--- src/rtl/saratoga_pkg.sv ---
// rtl/saratoga_pkg.sv - shared AXI response codes and data-bus bridge state type
`timescale 1ns/1ps
package saratoga;

    localparam int DEFAULT_AXI_ADDR_WIDTH = 32;

    typedef enum logic [1:0] {
        AXI_RESP_OKAY   = 2'b00,
        AXI_RESP_EXOKAY = 2'b01,
        AXI_RESP_SLVERR = 2'b10,
        AXI_RESP_DECERR = 2'b11
    } axi_resp_t;

    typedef enum logic [1:0] {
        DBUS_IDLE,
        DBUS_ADDR,
        DBUS_RESP,
        DBUS_DONE
    } dbus_bridge_state_t;

    function automatic logic axi_resp_is_fault(input logic [1:0] resp);
        return (resp == AXI_RESP_SLVERR) || (resp == AXI_RESP_DECERR);
    endfunction

endpackage

--- src/rtl/dbus_axi_bridge.sv ---
// rtl/dbus_axi_bridge.sv - core data-bus stall interface to single-beat AXI4-Lite master
`timescale 1ns/1ps
module dbus_axi_bridge
    import saratoga::*;
#(
    parameter int AXI_ADDR_WIDTH = DEFAULT_AXI_ADDR_WIDTH,
    parameter int TIMEOUT_CYCLES = 256
) (
    input  logic                      clk,
    input  logic                      rst,
    input  logic                      rd_en,
    input  logic                      wr_en,
    input  logic [AXI_ADDR_WIDTH-1:0] addr,
    input  logic [31:0]               wr_data,
    input  logic [3:0]                wr_strobe,
    output logic [31:0]               rd_data,
    output logic                      access_fault,
    output logic                      busy,
    output logic [AXI_ADDR_WIDTH-1:0] awaddr,
    output logic [2:0]                awprot,
    output logic                      awvalid,
    input  logic                      awready,
    output logic [31:0]               wdata,
    output logic [3:0]                wstrb,
    output logic                      wvalid,
    input  logic                      wready,
    input  logic [1:0]                bresp,
    input  logic                      bvalid,
    output logic                      bready,
    output logic [AXI_ADDR_WIDTH-1:0] araddr,
    output logic [2:0]                arprot,
    output logic                      arvalid,
    input  logic                      arready,
    input  logic [31:0]               rdata,
    input  logic [1:0]                rresp,
    input  logic                      rvalid,
    output logic                      rready
);

    localparam int CNT_W = (TIMEOUT_CYCLES > 0) ? $clog2(TIMEOUT_CYCLES + 1) : 1;
    localparam logic [CNT_W-1:0] CNT_LAST = CNT_W'(TIMEOUT_CYCLES - 1);

    dbus_bridge_state_t state, state_next;

    logic                      is_write;
    logic [AXI_ADDR_WIDTH-1:0] addr_q;
    logic [31:0]               wdata_q;
    logic [3:0]                wstrb_q;
    logic                      aw_done, w_done;
    logic [CNT_W-1:0]          cnt;
    logic [31:0]               rd_data_q;
    logic                      fault_q;

    logic launch, aw_hs, w_hs, ar_hs, resp_hs, addr_phase_done, timeout_hit;

    always_comb begin
        state_next = state;
        launch     = 1'b0;

        awvalid = (state == DBUS_ADDR) && is_write && !aw_done;
        wvalid  = (state == DBUS_ADDR) && is_write && !w_done;
        arvalid = (state == DBUS_ADDR) && !is_write;
        // Stale responses are drained while idle so they cannot leak into the next request.
        bready  = (state == DBUS_IDLE) || ((state == DBUS_RESP) && is_write);
        rready  = (state == DBUS_IDLE) || ((state == DBUS_RESP) && !is_write);
        busy    = (state == DBUS_ADDR) || (state == DBUS_RESP)
                  || ((state == DBUS_IDLE) && (rd_en || wr_en));

        aw_hs   = awvalid && awready;
        w_hs    = wvalid && wready;
        ar_hs   = arvalid && arready;
        resp_hs = (state == DBUS_RESP) && (is_write ? bvalid : rvalid);
        addr_phase_done = is_write ? ((aw_done || aw_hs) && (w_done || w_hs)) : ar_hs;
        timeout_hit = (TIMEOUT_CYCLES != 0) && (cnt == CNT_LAST);

        case (state)
            DBUS_IDLE: begin
                if (rd_en || wr_en) begin
                    launch     = 1'b1;
                    state_next = DBUS_ADDR;
                end
            end
            DBUS_ADDR: begin
                if (addr_phase_done)  state_next = DBUS_RESP;
                else if (timeout_hit) state_next = DBUS_DONE;
            end
            DBUS_RESP: begin
                if (resp_hs || timeout_hit) state_next = DBUS_DONE;
            end
            default: state_next = DBUS_IDLE;
        endcase
    end

    always_ff @(posedge clk) begin
        if (rst) begin
            state     <= DBUS_IDLE;
            is_write  <= 1'b0;
            addr_q    <= '0;
            wdata_q   <= '0;
            wstrb_q   <= '0;
            aw_done   <= 1'b0;
            w_done    <= 1'b0;
            cnt       <= '0;
            rd_data_q <= '0;
            fault_q   <= 1'b0;
        end else begin
            state   <= state_next;
            fault_q <= 1'b0;

            if (launch) begin
                is_write <= wr_en;
                addr_q   <= addr;
                wdata_q  <= wr_data;
                wstrb_q  <= wr_strobe;
                aw_done  <= 1'b0;
                w_done   <= 1'b0;
            end else if (state == DBUS_ADDR) begin
                if (aw_hs) aw_done <= 1'b1;
                if (w_hs)  w_done  <= 1'b1;
            end

            if (state_next != state)
                cnt <= '0;
            else if ((state == DBUS_ADDR) || (state == DBUS_RESP))
                cnt <= cnt + 1'b1;

            // fault_q only survives the single DONE cycle; any entry to DONE without a response is a timeout.
            if (resp_hs) begin
                fault_q <= axi_resp_is_fault(is_write ? bresp : rresp);
                if (!is_write) rd_data_q <= rdata;
            end else if ((state_next == DBUS_DONE) && (state != DBUS_DONE)) begin
                fault_q <= 1'b1;
            end
        end
    end

    assign awaddr       = addr_q;
    assign araddr       = addr_q;
    assign awprot       = 3'b000;
    assign arprot       = 3'b000;
    assign wdata        = wdata_q;
    assign wstrb        = wstrb_q;
    assign rd_data      = rd_data_q;
    assign access_fault = fault_q;

endmodule

--- config.mk ---
export PLATFORM = sky130hd
export DESIGN_NAME = dbus_axi_bridge
export DESIGN_NICKNAME = d
export VERILOG_FILES = /design/src/rtl/saratoga_pkg.sv /design/src/rtl/dbus_axi_bridge.sv
export SDC_FILE = /design/constraint.sdc
export NUM_CORES = 1
export LEC_CHECK = 0
export CORE_UTILIZATION = 39
export CTS_CLUSTER_DIAMETER = 150
export CTS_CLUSTER_SIZE = 24
export DETAILED_ROUTE_END_ITERATION = 8
export PLACE_DENSITY_LB_ADDON = 0.2
export SLEW_MARGIN = 25
export SYNTH_ARGS = -nofsm -noshare
export SYNTH_HDL_FRONTEND = slang
export SYNTH_SLANG_ARGS = --single-unit
export TNS_END_PERCENT = 5
--- constraint.sdc ---
create_clock -name clk -period 2.5 [get_ports clk]
set_clock_uncertainty 0.2 [all_clocks]
set_input_delay 0.5 -clock clk [delete_from_list [all_inputs] [get_ports clk]]
set_output_delay 0.5 -clock clk [all_outputs]
set_load 0.05 [all_outputs]
==> results by group <==
Outcome
  – Status: complete, no violations

Final layout
  – Layout area overhead: 66.42%
  – Antenna diode count: 0
  – Final Cell Area: roughly 7700 um2
  – Ratio of cells with drive above 1 in the final layout: 0.08189
  – Nets: 913
  – Filler instances: 947

Floorplan
  – Die W: ~110 um
  – Die Area: about 12,000 um2
  – Row count: 39
  – # IOs: about 260
  – Initial Utilization: 0.4016
  – Core footprint: 11,470 um2
  – Die span in y: ~110 um

Drt
  – WL/cell: ~14 um
  – Vias: between 4,000 and 5,000
  – DRC Markers: 0
  – 1st-iter DRT viols: ~210
  – Routed wire length: ~13,000 um
  – Vias per cell: a little under 5
  – DRT Pass-1 Iters: 4
  – Antenna-violating nets left: 0

STA
  – Final count of pins violating max slew: 0
  – Part of the cycle the worst path needs: 0.9671
  – Final hold violations: 0
  – Hold_ws: about 250 ps
  – Final Critical Period: between 2000 and 2500 ps
  – Final setup viols: 0
  – Worst Max-Slew Pin Slew: roughly 550 ps
  – Relative slew slack: 0.6310
  – FMAX: slightly above 0.4 GHz
  – RSZ-0062 raised after global routing: yes

Critical path
  – RR Endpoint: cnt[8]$_SDFFE_PP0P_
  – Start point of the critical path: state[1]$_SDFF_PP0_
  – CP endpoint kind: primary output
  – WP data arrival: approximately 1700 ps
  – Flop-to-flop setup slack: 150 ps
  – Critical-path maximum fanout: 9
  – Worst endpoint required time: 1800 ps
  – Critical Path End: busy
  – Worst reg2reg startpoint: cnt[0]$_SDFFE_PP0P_
  – CP startpoint kind: flip-flop
  – Reg2Reg Depth: 10
  – Crit Path Category: flip-flop to primary output

Global routing
  – First-pass GRT wire length: approximately 22,000 um
  – Pin count of the biggest net entering global routing: 43
  – Total global routing overflow: 0
  – Vias in the first global route: approximately 4,500
  – GRT Util Overall: 0.2223
  – Initial antenna violation count: 0

Power and ir drop
  – Cell Pwr Density: 789.2 nW/um2
  – Peak VDD IR: about 0.00043 V
  – Pleak: around 2.9 nW
  – Combinational Power Share: 0.246
  – Switching share of power: 0.2990
  – Int Pwr: roughly 0.0042 W
  – Switching pwr: around 0.0018 W
  – Flop pwr share: 0.334
  – Clock Power Share: 0.420

Clock tree
  – Post-CTS setup buffer count: 0
  – CTS Buf Count: 17
  – Clock Latency Late Sink: around 410 ps
  – H-tree level count: 4
  – # hold bufs at CTS: 0
  – CTS sink count: 115
  – CTS tree: done
  – CTS clk-pin slew, worst paths: ~50 ps
  – Clock Tree Root: clkbuf_16
  – Longest Clk Path Bufs: 2

Synth
  – Yosys Warn Count: 0
  – Synth Register Bits: approximately 120
  – Syn avg cell area: between 7 and 8 um2
  – Post-synth cell types: 40
  – Top-area cell type share of the netlist area: 0.4999
  – Post-synth top area cell: dfxtp_1
  – Synth top area cells: dfxtp_1, nand2_1, a21oi_1, buf_4, clkbuf_1
  – Synth Cell Area: 4606 um2
  – Post-synthesis sequential area ratio: 0.4999
  – Syn Inst Count: slightly below 600

Job
  – Max cap viols: 0

Hold path
  – Hold Crit Start: wdata[24]$_SDFFE_PP0P_
  – Worst hold path type: flip-flop to flip-flop

Placement
  – Hpwl dp: about 9600 um
  – GP Congestion: 0.8030
  – Post-DP Area: between 7000 and 8000 um2
  – Port Buf Inserts: 249
==> worst min-delay path by stage <==
stage                                     endpoint  cells after the start  slack, ps
after floorplan                cnt[5]$_SDFFE_PP0P_                      2        280
after global placement    rd_data[19]$_SDFFE_PP0P_                      2        240
after detailed placement    wdata[24]$_SDFFE_PP0P_                      2        250
after CTS                   wdata[24]$_SDFFE_PP0P_                      2        250
after global routing      rd_data[26]$_SDFFE_PP0P_                      2        270
final                       wdata[24]$_SDFFE_PP0P_                      2        250
==> cells in the mapped netlist, drive strengths merged <==
cell type  instances
mux2               1
ha                 7
nand3              2
o21ai              4
a21oi            103
nor3               4
dfxtp            115
nor4               1
xnor2              3
o31ai              2
xor2               4
buf               39
and3b              1
nand2            206
inv                6
nand4              4
o311a              1
and2b              2
conb               1
mux2i              2
and3               3
o221ai             2
o211a              1
a311oi             2
or2b               1
clkbuf            38
nor2b              1
or3                1
a31oi              2
nand2b             1
a21o               2
a211oi             3
nor2              17
a31o               1
==> timing repair <==
action | 4_1_cts | 5_1_grt
pin swaps | 0 | 1
endpoints found under the hold margin | 0 | 0
resized for setup | 2 | 2
endpoints found under the setup margin | 1 | 13
==> final cells by class <==
type | count | area (um2) | area share
Clock inverter | 10 | 153.9 | 0.02008
Clock buffer | 22 | 474.2 | 0.06187
Sequential cell | 115 | 2303 | 0.3005
Inverter | 6 | 22.52 | 0.002938
Timing Repair Buffer | 263 | 2643 | 0.3448
Tap cell | 143 | 178.9 | 0.02334
Multi-Input combinational cell | 390 | 1889 | 0.2465
==> flip-flops by register name (all words and copies together) (netlist names) <==
name / cells
araddr: 32
access_fault: 1
w_done: 1
state: 2
is_write: 1
wdata: 32
aw_done: 1
cnt: 9
wstrb: 4
rd_data: 32
==> logic make-up (layout without fill, tap and decap cells) <==
kind of cell | count (synthesis) | count (layout) | synth area share
adder cells (fa/ha/maj) | 7 | 7 | 0.01902
AND/OR/NAND/NOR | 244 | 244 | 0.2108
other | 1 | 6 | 0.0008142
XOR/XNOR | 7 | 7 | 0.01331
multiplexers | 3 | 3 | 0.007606
flip-flops | 115 | 115 | 0.4999
buffers and inverters | 83 | 301 | 0.1002
AO/OA/AOI/OAI | 123 | 123 | 0.1483
==> power groups by stage <==
stage | Sequential (W) | Combinational, W | Clock, W
floorplan | 0.00239 | 0.000612 | 0
global placement | 0.00205 | 0.00147 | 0
detailed placement | 0.00206 | 0.00149 | 0
CTS | 0.00202 | 0.00150 | 0.00260
global route | 0.00203 | 0.00157 | 0.00269
finish | 0.00202 | 0.00149 | 0.00254
==> stage by stage <==
stage | power, W | utilization | setup WS [ps] | setup TNS (ps) | instances
final | 0.006049 | 0.6684 | 82.31 | 0 | 949
after CTS | 0.006115 | 0.6678 | 7.631 | 0 | 949
after global routing | 0.006288 | 0.6684 | -17.50 | -17.50 | 949
after floorplan | 0.003007 | - | 76.49 | 0 | 588
after detailed placement | 0.003544 | 0.6127 | 30.98 | 0 | 917
after global placement | 0.003515 | 0.6127 | 51.92 | 0 | 917
==> placed cells by master, fill, tap and decap left out, types with 4 or more instances in the layout <==
master / n
buf_12: 5
nor2_1: 17
inv_1: 6
nor3_1: 4
clkinv_2: 5
dfxtp_1: 114
ha_1: 5
clkdlybuf4s50_1: 242
buf_4: 16
a21oi_1: 103
xor2_1: 4
nand4_1: 4
bufinv_16: 4
clkbuf_16: 17
conb_1: 6
nand2_1: 206
==> critical path, stage by stage, from the launching register on <==
cell,delay (ps)
dfxtp_1,410
inv_1,120
ha_2,450
nand2b_1,140
buf_4,200
==> layer usage <==
metal  vias to the layer above  track usage  part of all wire
met5                         -            0                 0
met4                         0      0.09244             0.025
met3                        25      0.08092             0.067
met2                       169       0.4066              0.52
met1                      2096       0.2267              0.38
li1                       2270            -                 -
Note: power is estimated with default switching activity, not from simulation.
==> patch (same flow settings) <==
Put one more register stage on the output `access_fault`, cleared by the reset. The value now appears one clock later. The other outputs are not delayed to match.
--- a/src/rtl/dbus_axi_bridge.sv
+++ b/src/rtl/dbus_axi_bridge.sv
@@ -142,5 +142,11 @@
     assign wstrb        = wstrb_q;
     assign rd_data      = rd_data_q;
-    assign access_fault = fault_q;
+    always_ff @(posedge clk) begin
+        if (rst) begin
+            access_fault <= '0;
+        end else begin
+            access_fault <= fault_q;
+        end
+    end
 
 endmodule
Behaviour: not the same (Yosys sat finds a counterexample within 4 cycles, from zero or initial values and one cycle with rst high).
==> patch against the original RTL <==
The run now ends with DRC left; area after synthesis is 0.57% higher; sequential share of layout area is 0.29 points higher; total power shrank 4.6%; sequential cell count up 1; critical path depth unchanged; cell count up 0.42%; highest routed layer unchanged; largest power group unchanged; routed wire length increased by 2.5%; largest cell class unchanged; design area about the same; setup slack worse by 0.012 ns.
==> patch: results (changes against the original RTL) <==
run status=complete, but fails checks; failing checks=DRC; Final Instance Count excl. Fillers=953 (+0.42%); largest net degree at the start of global routing=65 (+51%); Internal=3.82 mW (-9.9%); Worst Min Path Start=rst; critical path's top delay family=flip-flops; met3 WL post-DR=1.12 mm (+26%); M2 GR Usage=0.386 (-0.0209); total track usage=0.226 (+0.00329); CP Launch Point=state[0]$_SDFF_PP0_; Post-Syn Area=0.00463 mm2 (+0.57%); HP Class=primary input to flop; max incr delay on CP=0.42 ns (-0.03 ns); tightest hold margin=0.192 ns (-0.0583 ns); routed vias=4598 (+0.83%); crit path capture=bready; synth top area cells=dfxtp_1 50%, nand2_1 17%, a21oi_1 11%; Seq pwr share=0.353 (+0.019); GR met1 Demand/Resource=0.248 (+0.0216); nets@finish=917 (+0.44%); Final Wtd Congestion=0.790 (-1.6%); routed len/inst=14.3 um (+2.1%); Met1 Wirelength=5.45 mm (+6.4%); Slew @ Worst Pin=0.573 ns (+0.0214 ns); Placement Setup Slack=0.00821 ns (-0.0228 ns); DR DRC count=40 (+40); setup ws final=0.0704 ns (-0.0119 ns); Initial DRC Count=299 (+40%); most frequent cells after synthesis=206 x nand2_1, 116 x dfxtp_1, 103 x a21oi_1; post-layout util=0.665 (-0.00338); Hold Path End=wdata[14]$_SDFFE_PP0P_; dpl hpwl=9.76 mm (+1.4%); placed cell area=0.00708 mm2 (+0.77%)
==> patch: cell count changes after synthesis, sizes merged <==
cell | before | now
dfxtp | 115 | 116
buf | 39 | 40
clkbuf | 38 | 37
nor2b | 1 | 2
==> patch: layout make-up <==
type | count | area, um2 | share of cell area
multi-input cells | 391 | 1920 | 0.250
flip-flops and latches | 116 | 2320 | 0.303
clock buffers | 17 | 425 | 0.0555
repair buffers | 265 | 2670 | 0.349
well taps | 143 | 179 | 0.0234
inverters | 6 | 22.5 | 0.00294
clock inverters | 15 | 123 | 0.0160
==> patch: kinds of logic after synthesis <==
group           after synthesis  share of synthesized area
fa+ha+maj                     7                     0.0189
simple gates                245                      0.211
flops                       116                      0.501
mux                           3                    0.00756
compound gates              123                      0.147
xor+xnor                      7                     0.0132
other cells                   1                   0.000810
buf+inv                      83                     0.0997
==> patch: repair_timing <==
action / CTS / global route
setup endpoints to repair: 1 / 6
cloned: 0 / 0
gates resized for setup: 1 / 5
